## src/rtl/riscv_alu_pkg.sv

```systemverilog
// Shared ALU select codes, opcodes and funct7 constants for the decode stage and the ALU.
package riscv_alu_pkg;

  localparam logic [4:0] ALU_SEL_ADDI  = 5'd0;
  localparam logic [4:0] ALU_SEL_SLTI  = 5'd1;
  localparam logic [4:0] ALU_SEL_SLTIU = 5'd2;
  localparam logic [4:0] ALU_SEL_XORI  = 5'd3;
  localparam logic [4:0] ALU_SEL_ORI   = 5'd4;
  localparam logic [4:0] ALU_SEL_ANDI  = 5'd5;
  localparam logic [4:0] ALU_SEL_SLLI  = 5'd6;
  localparam logic [4:0] ALU_SEL_SRLI  = 5'd7;
  localparam logic [4:0] ALU_SEL_SRAI  = 5'd8;
  localparam logic [4:0] ALU_SEL_ADD   = 5'd9;
  localparam logic [4:0] ALU_SEL_SUB   = 5'd10;
  localparam logic [4:0] ALU_SEL_SLL   = 5'd11;
  localparam logic [4:0] ALU_SEL_SLT   = 5'd12;
  localparam logic [4:0] ALU_SEL_SLTU  = 5'd13;
  localparam logic [4:0] ALU_SEL_XOR   = 5'd14;
  localparam logic [4:0] ALU_SEL_SRL   = 5'd15;
  localparam logic [4:0] ALU_SEL_SRA   = 5'd16;
  localparam logic [4:0] ALU_SEL_OR    = 5'd17;
  localparam logic [4:0] ALU_SEL_AND   = 5'd18;
  localparam logic [4:0] ALU_SEL_LUI   = 5'd19;

  localparam logic [6:0] OPC_OP_IMM = 7'b0010011;
  localparam logic [6:0] OPC_OP     = 7'b0110011;
  localparam logic [6:0] OPC_LUI    = 7'b0110111;

  localparam logic [6:0] F7_BASE = 7'b0000000;
  localparam logic [6:0] F7_ALT  = 7'b0100000;

endpackage

```

## src/rtl/rv_alu_decode.sv

```systemverilog
// Combinational decode of an RV32I OP-IMM / OP / LUI word into ALU select, immediate and operand controls.
module rv_alu_decode
  import riscv_alu_pkg::*;
(
  input  logic [31:0] i_instr,
  output logic [4:0]  o_alu_sel,
  output logic [31:0] o_imm,
  output logic        o_use_imm,
  output logic        o_zero_in1,
  output logic        o_illegal
);

  logic [6:0] w_opcode;
  logic [2:0] w_funct3;
  logic [6:0] w_funct7;
  logic       w_unused_rd;

  assign w_opcode    = i_instr[6:0];
  assign w_funct3    = i_instr[14:12];
  assign w_funct7    = i_instr[31:25];
  assign w_unused_rd = &{1'b0, i_instr[11:7]};

  always_comb begin
    o_alu_sel  = ALU_SEL_ADDI;
    o_imm      = '0;
    o_use_imm  = 1'b0;
    o_zero_in1 = 1'b0;
    o_illegal  = 1'b0;
    case (w_opcode)
      OPC_OP_IMM: begin
        o_use_imm = 1'b1;
        o_imm     = {{20{i_instr[31]}}, i_instr[31:20]};
        case (w_funct3)
          3'b000: o_alu_sel = ALU_SEL_ADDI;
          3'b010: o_alu_sel = ALU_SEL_SLTI;
          3'b011: o_alu_sel = ALU_SEL_SLTIU;
          3'b100: o_alu_sel = ALU_SEL_XORI;
          3'b110: o_alu_sel = ALU_SEL_ORI;
          3'b111: o_alu_sel = ALU_SEL_ANDI;
          // Shifts carry a 5-bit shamt; the upper immediate bits are a funct7 qualifier.
          3'b001: begin
            o_imm = {27'b0, i_instr[24:20]};
            if (w_funct7 == F7_BASE) o_alu_sel = ALU_SEL_SLLI;
            else                     o_illegal = 1'b1;
          end
          3'b101: begin
            o_imm = {27'b0, i_instr[24:20]};
            if (w_funct7 == F7_BASE)     o_alu_sel = ALU_SEL_SRLI;
            else if (w_funct7 == F7_ALT) o_alu_sel = ALU_SEL_SRAI;
            else                         o_illegal = 1'b1;
          end
          default: o_illegal = 1'b1;
        endcase
      end
      OPC_OP: begin
        if (w_funct7 == F7_BASE) begin
          case (w_funct3)
            3'b000:  o_alu_sel = ALU_SEL_ADD;
            3'b001:  o_alu_sel = ALU_SEL_SLL;
            3'b010:  o_alu_sel = ALU_SEL_SLT;
            3'b011:  o_alu_sel = ALU_SEL_SLTU;
            3'b100:  o_alu_sel = ALU_SEL_XOR;
            3'b101:  o_alu_sel = ALU_SEL_SRL;
            3'b110:  o_alu_sel = ALU_SEL_OR;
            default: o_alu_sel = ALU_SEL_AND;
          endcase
        end else if (w_funct7 == F7_ALT && w_funct3 == 3'b000) begin
          o_alu_sel = ALU_SEL_SUB;
        end else if (w_funct7 == F7_ALT && w_funct3 == 3'b101) begin
          o_alu_sel = ALU_SEL_SRA;
        end else begin
          o_illegal = 1'b1;
        end
      end
      OPC_LUI: begin
        o_alu_sel  = ALU_SEL_LUI;
        o_use_imm  = 1'b1;
        o_zero_in1 = 1'b1;
        o_imm      = {i_instr[31:12], 12'b0};
      end
      default: o_illegal = 1'b1;
    endcase
    if (o_illegal) o_alu_sel = ALU_SEL_ADDI;
  end

endmodule

```

## src/rtl/id_ex_stage.sv

```systemverilog
// Decode-to-execute stage: operand read, ALU decode and a single-entry valid/ready pipeline register.
// Optional macro ID_EX_FORWARD_EN enables writeback forwarding onto rs1/rs2 at load time.
module id_ex_stage
  import riscv_alu_pkg::*;
#(
  parameter int XLEN = 32
) (
  input  logic            clk,
  input  logic            rst_n,
  input  logic            flush,
  input  logic            in_valid,
  output logic            in_ready,
  input  logic [31:0]     in_instr,
  output logic [4:0]      rs1_addr,
  output logic [4:0]      rs2_addr,
  input  logic [XLEN-1:0] rs1_data,
  input  logic [XLEN-1:0] rs2_data,
  input  logic            fwd_valid,
  input  logic [4:0]      fwd_rd,
  input  logic [XLEN-1:0] fwd_data,
  output logic            out_valid,
  input  logic            out_ready,
  output logic [XLEN-1:0] alu_in1,
  output logic [XLEN-1:0] alu_in2,
  output logic [4:0]      alu_sel,
  output logic [4:0]      rd,
  output logic            rd_wen,
  output logic            illegal
);

  // Handshake: a transfer happens on a cycle where valid and ready are both high;
  // the held entry stays stable while out_valid is high and out_ready is low.
  logic [4:0]      w_alu_sel;
  logic [31:0]     w_imm;
  logic            w_use_imm;
  logic            w_zero_in1;
  logic            w_illegal;
  logic            w_load;
  logic [XLEN-1:0] w_rs1_val;
  logic [XLEN-1:0] w_rs2_val;
  logic [XLEN-1:0] w_in1;
  logic [XLEN-1:0] w_in2;
  logic [4:0]      w_rd;
  logic            w_rd_wen;

  rv_alu_decode u_decode (
    .i_instr    (in_instr),
    .o_alu_sel  (w_alu_sel),
    .o_imm      (w_imm),
    .o_use_imm  (w_use_imm),
    .o_zero_in1 (w_zero_in1),
    .o_illegal  (w_illegal)
  );

  assign rs1_addr = in_instr[19:15];
  assign rs2_addr = in_instr[24:20];
  assign in_ready = !flush && (!out_valid || out_ready);
  assign w_load   = in_valid && in_ready;

`ifdef ID_EX_FORWARD_EN
  assign w_rs1_val = (fwd_valid && fwd_rd != 5'd0 && fwd_rd == rs1_addr) ? fwd_data : rs1_data;
  assign w_rs2_val = (fwd_valid && fwd_rd != 5'd0 && fwd_rd == rs2_addr) ? fwd_data : rs2_data;
`else
  logic w_unused_fwd;
  assign w_unused_fwd = &{1'b0, fwd_valid, fwd_rd, fwd_data};
  assign w_rs1_val    = rs1_data;
  assign w_rs2_val    = rs2_data;
`endif

  assign w_in1    = (w_illegal || w_zero_in1) ? '0 : w_rs1_val;
  assign w_in2    = w_illegal ? '0 : (w_use_imm ? w_imm : w_rs2_val);
  assign w_rd     = in_instr[11:7];
  assign w_rd_wen = !w_illegal && (w_rd != 5'd0);

  always_ff @(posedge clk or negedge rst_n) begin
    if (!rst_n) begin
      out_valid <= 1'b0;
      alu_in1   <= '0;
      alu_in2   <= '0;
      alu_sel   <= '0;
      rd        <= '0;
      rd_wen    <= 1'b0;
      illegal   <= 1'b0;
    end else begin
      if (flush)          out_valid <= 1'b0;
      else if (w_load)    out_valid <= 1'b1;
      else if (out_ready) out_valid <= 1'b0;
      if (w_load) begin
        alu_in1 <= w_in1;
        alu_in2 <= w_in2;
        alu_sel <= w_alu_sel;
        rd      <= w_rd;
        rd_wen  <= w_rd_wen;
        illegal <= w_illegal;
      end
    end
  end

endmodule

```

## config.mk

```make
export PLATFORM = sky130hd
export DESIGN_NAME = id_ex_stage
export DESIGN_NICKNAME = d
export VERILOG_FILES = /design/src/rtl/riscv_alu_pkg.sv /design/src/rtl/rv_alu_decode.sv /design/src/rtl/id_ex_stage.sv
export SDC_FILE = /design/constraint.sdc
export NUM_CORES = 1
export LEC_CHECK = 0
export ABC_AREA = 1
export CAP_MARGIN = 40
export CORE_MARGIN = 2
export CORE_UTILIZATION = 42
export CTS_CLUSTER_SIZE = 25
export DETAILED_ROUTE_END_ITERATION = 10
export GPL_TIMING_DRIVEN = 0
export PLACE_DENSITY = 0.95
export SLEW_MARGIN = 10
export SYNTH_ARGS = -nofsm -noshare
export SYNTH_HDL_FRONTEND = slang
export SYNTH_SLANG_ARGS = --single-unit
```

## constraint.sdc

```tcl
create_clock -name clk -period 4.2 [get_ports clk]
set_input_delay 0.84 -clock clk [delete_from_list [all_inputs] [get_ports clk]]
set_output_delay 0.84 -clock clk [all_outputs]
set_load 0.05 [all_outputs]
```

==> results.ini <==
[worst_setup_path]
required_ps = 3360
rr_startpoint = out_valid$_DFFE_PN0P_
critPathMaxFanout = 2
path_class = primary input to output port
rr_worst_depth = 8
reg2reg_setup_slack_ps = 2210
cp-start-kind = primary input
endpoint_kind = output port
cp-startpoint = out_ready
critical_path_arrival_ps = 2350

[die]
dieArea_um2 = 10700
die_x_um = 104
fp-row-count = 36
coreArea_um2 = 9680
die_y_um = 104
initial_utilization = 0.430
ioPinCount = 227

[job]
drv_cap = 0

[finish]
final_common_cell = nand2_1
nets = 929
drive_gt1_frac = 0.0994
final_cell_mix = nand2_1, clkdlybuf4s50_1, dfrtp_1
area_growth_pct = 54.1
antenna_cells = 0
final_core_util = 0.662

[route]
viasPerCell = 4.73
drcViolationCount = 0
routed_wl_um = 13200
avgRoutedWirePerCell_um = 14.3
vias = 4390
drtIter0Drc = 193
first_pass_iters = 5
ant_nets = 0

[synth]
yosys.area.top_type_share = 0.463
ys_seq_area_frac = 0.463
syn_area_um2 = 4160
yosys_warnings = 0
synthCells = 590
yosysTopAreaCell = dfrtp_1
syn_nets = 729
synth.distinct_cells = 23
synthTopCellsByArea = dfrtp_1, nand2_1, inv_1
ys_ff_latch = 77
syn-mean-instance-area_um2 = 7.06

[sta]
whs_ps = 445
finClkSkew_ps = 6.13
setup_viol = 0
hold_viol = 0
period_share = 0.761
worst_pin_slew_ps = 596
rsz0062_at_grt = false
max_freq_mhz = 313
drv_slew = 0
layout_min_cycle_time_ps = 3190
slew_headroom = 0.601

[power_and_ir_drop]
powerDensity_nw_per_um2 = 261
ir_drop_mv = 0.117
p_leak_nw = 3.36
p_total_w = 0.00167

[clock_network]
post_cts_buffers = 0
clkSinkCount = 77
ctsHoldBuffers = 0
tritoncts = done
clkLatencyLatePin_ps = 350
root_buffer = clkbuf_8
cts_max_level = 3
cts_made_buffers = 9
ctsResizeCount = 0
path_clk_slew_ps = 70
cts_buffer_depth = 2

[global_routing]
grt_overflow = 0
grt_usage = 0.249
grt_pass1_vias = 4378
grt_pass1_wl_um = 21300
antenna_found_initial = 0
grt_max_degree = 43

[status]
outcome = finished clean

[placement]
port_buffers = 188
hpwlAfterDp_um = 10200
place_congestion = 0.912

[min_path]
hold_class = primary input to async pin

## critical path, stage by stage
cell and delay (ps):
clkdlybuf4s50_1 450, inv_1 30, nand2_1 80, inv_2 60
nor2_1 90, clkdlybuf4s50_1 800
## flip-flops by register name (all words and copies together) (netlist names)
register	count
rd	5
out_valid	1
rd_wen	1
alu_in2	32
illegal	1
alu_sel	5
alu_in1	32
## synthesized netlist by cell type
cell type  instances
o21ai_0           12
or2_2              1
nand3_1           36
inv_1             52
clkbuf_1          13
buf_12             3
nand4_1            1
inv_2              4
nand2_2           30
buf_2              7
a21oi_1            2
nor2_1            45
o211ai_1           1
clkinv_1           1
buf_4             10
nor2_4             4
nand2_1          282
nor3_4             1
buf_6              2
nor3_1             1
dfrtp_1           77
nor2_2             4
buf_1              1
## routing by layer
metal | wire, um | GRT usage | vias to the layer above
met5 | 0 | 0 | -
met4 | 363 | 0.101 | 0
met3 | 942 | 0.0548 | 31
met2 | 6540 | 0.430 | 183
met1 | 5400 | 0.303 | 2018
li1 | - | - | 2158
## path summary, 6_finish.rpt
kind,end
min in group clk,alu_in2[23]$_DFFE_PN0P_
max in group asynchronous,alu_in2[7]$_DFFE_PN0P_
worst min-delay path,alu_in1[8]$_DFFE_PN0P_
worst min register to register,alu_in2[23]$_DFFE_PN0P_
worst max register to register,alu_in2[9]$_DFFE_PN0P_
worst max-delay path,in_ready
## per-stage QoR
stage / setup WS [ps] / instance area, um2 / setup TNS (ps) / instances
finish: 1010 / 6410 / 0 / 928
global route: 918 / 6410 / 0 / 928
CTS: 990 / 6410 / 0 / 928
detailed placement: 1000 / 6230 / 0 / 912
global placement: -457 / 6210 / -34790 / 911
floorplan: 1720 / 4160 / 0 / 590
## report_power, final
| part | switching (W) | internal, W | leakage, nW |
|---|---|---|---|
| Sequential | 0.0000100 | 0.000758 | 1.06 |
| Clock | 0.000258 | 0.000293 | 0.0919 |
| Combinational | 0.000195 | 0.000158 | 2.21 |
## cells by family (layout without fill, tap and decap cells)
family / Yosys count / after routing / synth area share
and+or+nand+nor: 405 / 405 / 0.408
DFF: 77 / 77 / 0.463
buffers and inverters: 93 / 298 / 0.110
AOI/OAI and AO/OA: 15 / 15 / 0.0186
## layout make-up
| class | instances | area (um2) |
|---|---|---|
| well taps | 133 | 166 |
| multi-input cells | 420 | 1780 |
| flip-flops and latches | 77 | 1930 |
| repair buffers | 189 | 1900 |
| plain buffers | 36 | 245 |
| inverters | 57 | 214 |
| clock inverters | 1 | 30.0 |
| fillers | 812 | 3270 |
| clock buffers | 15 | 156 |
(Power assumes the default switching activity.)
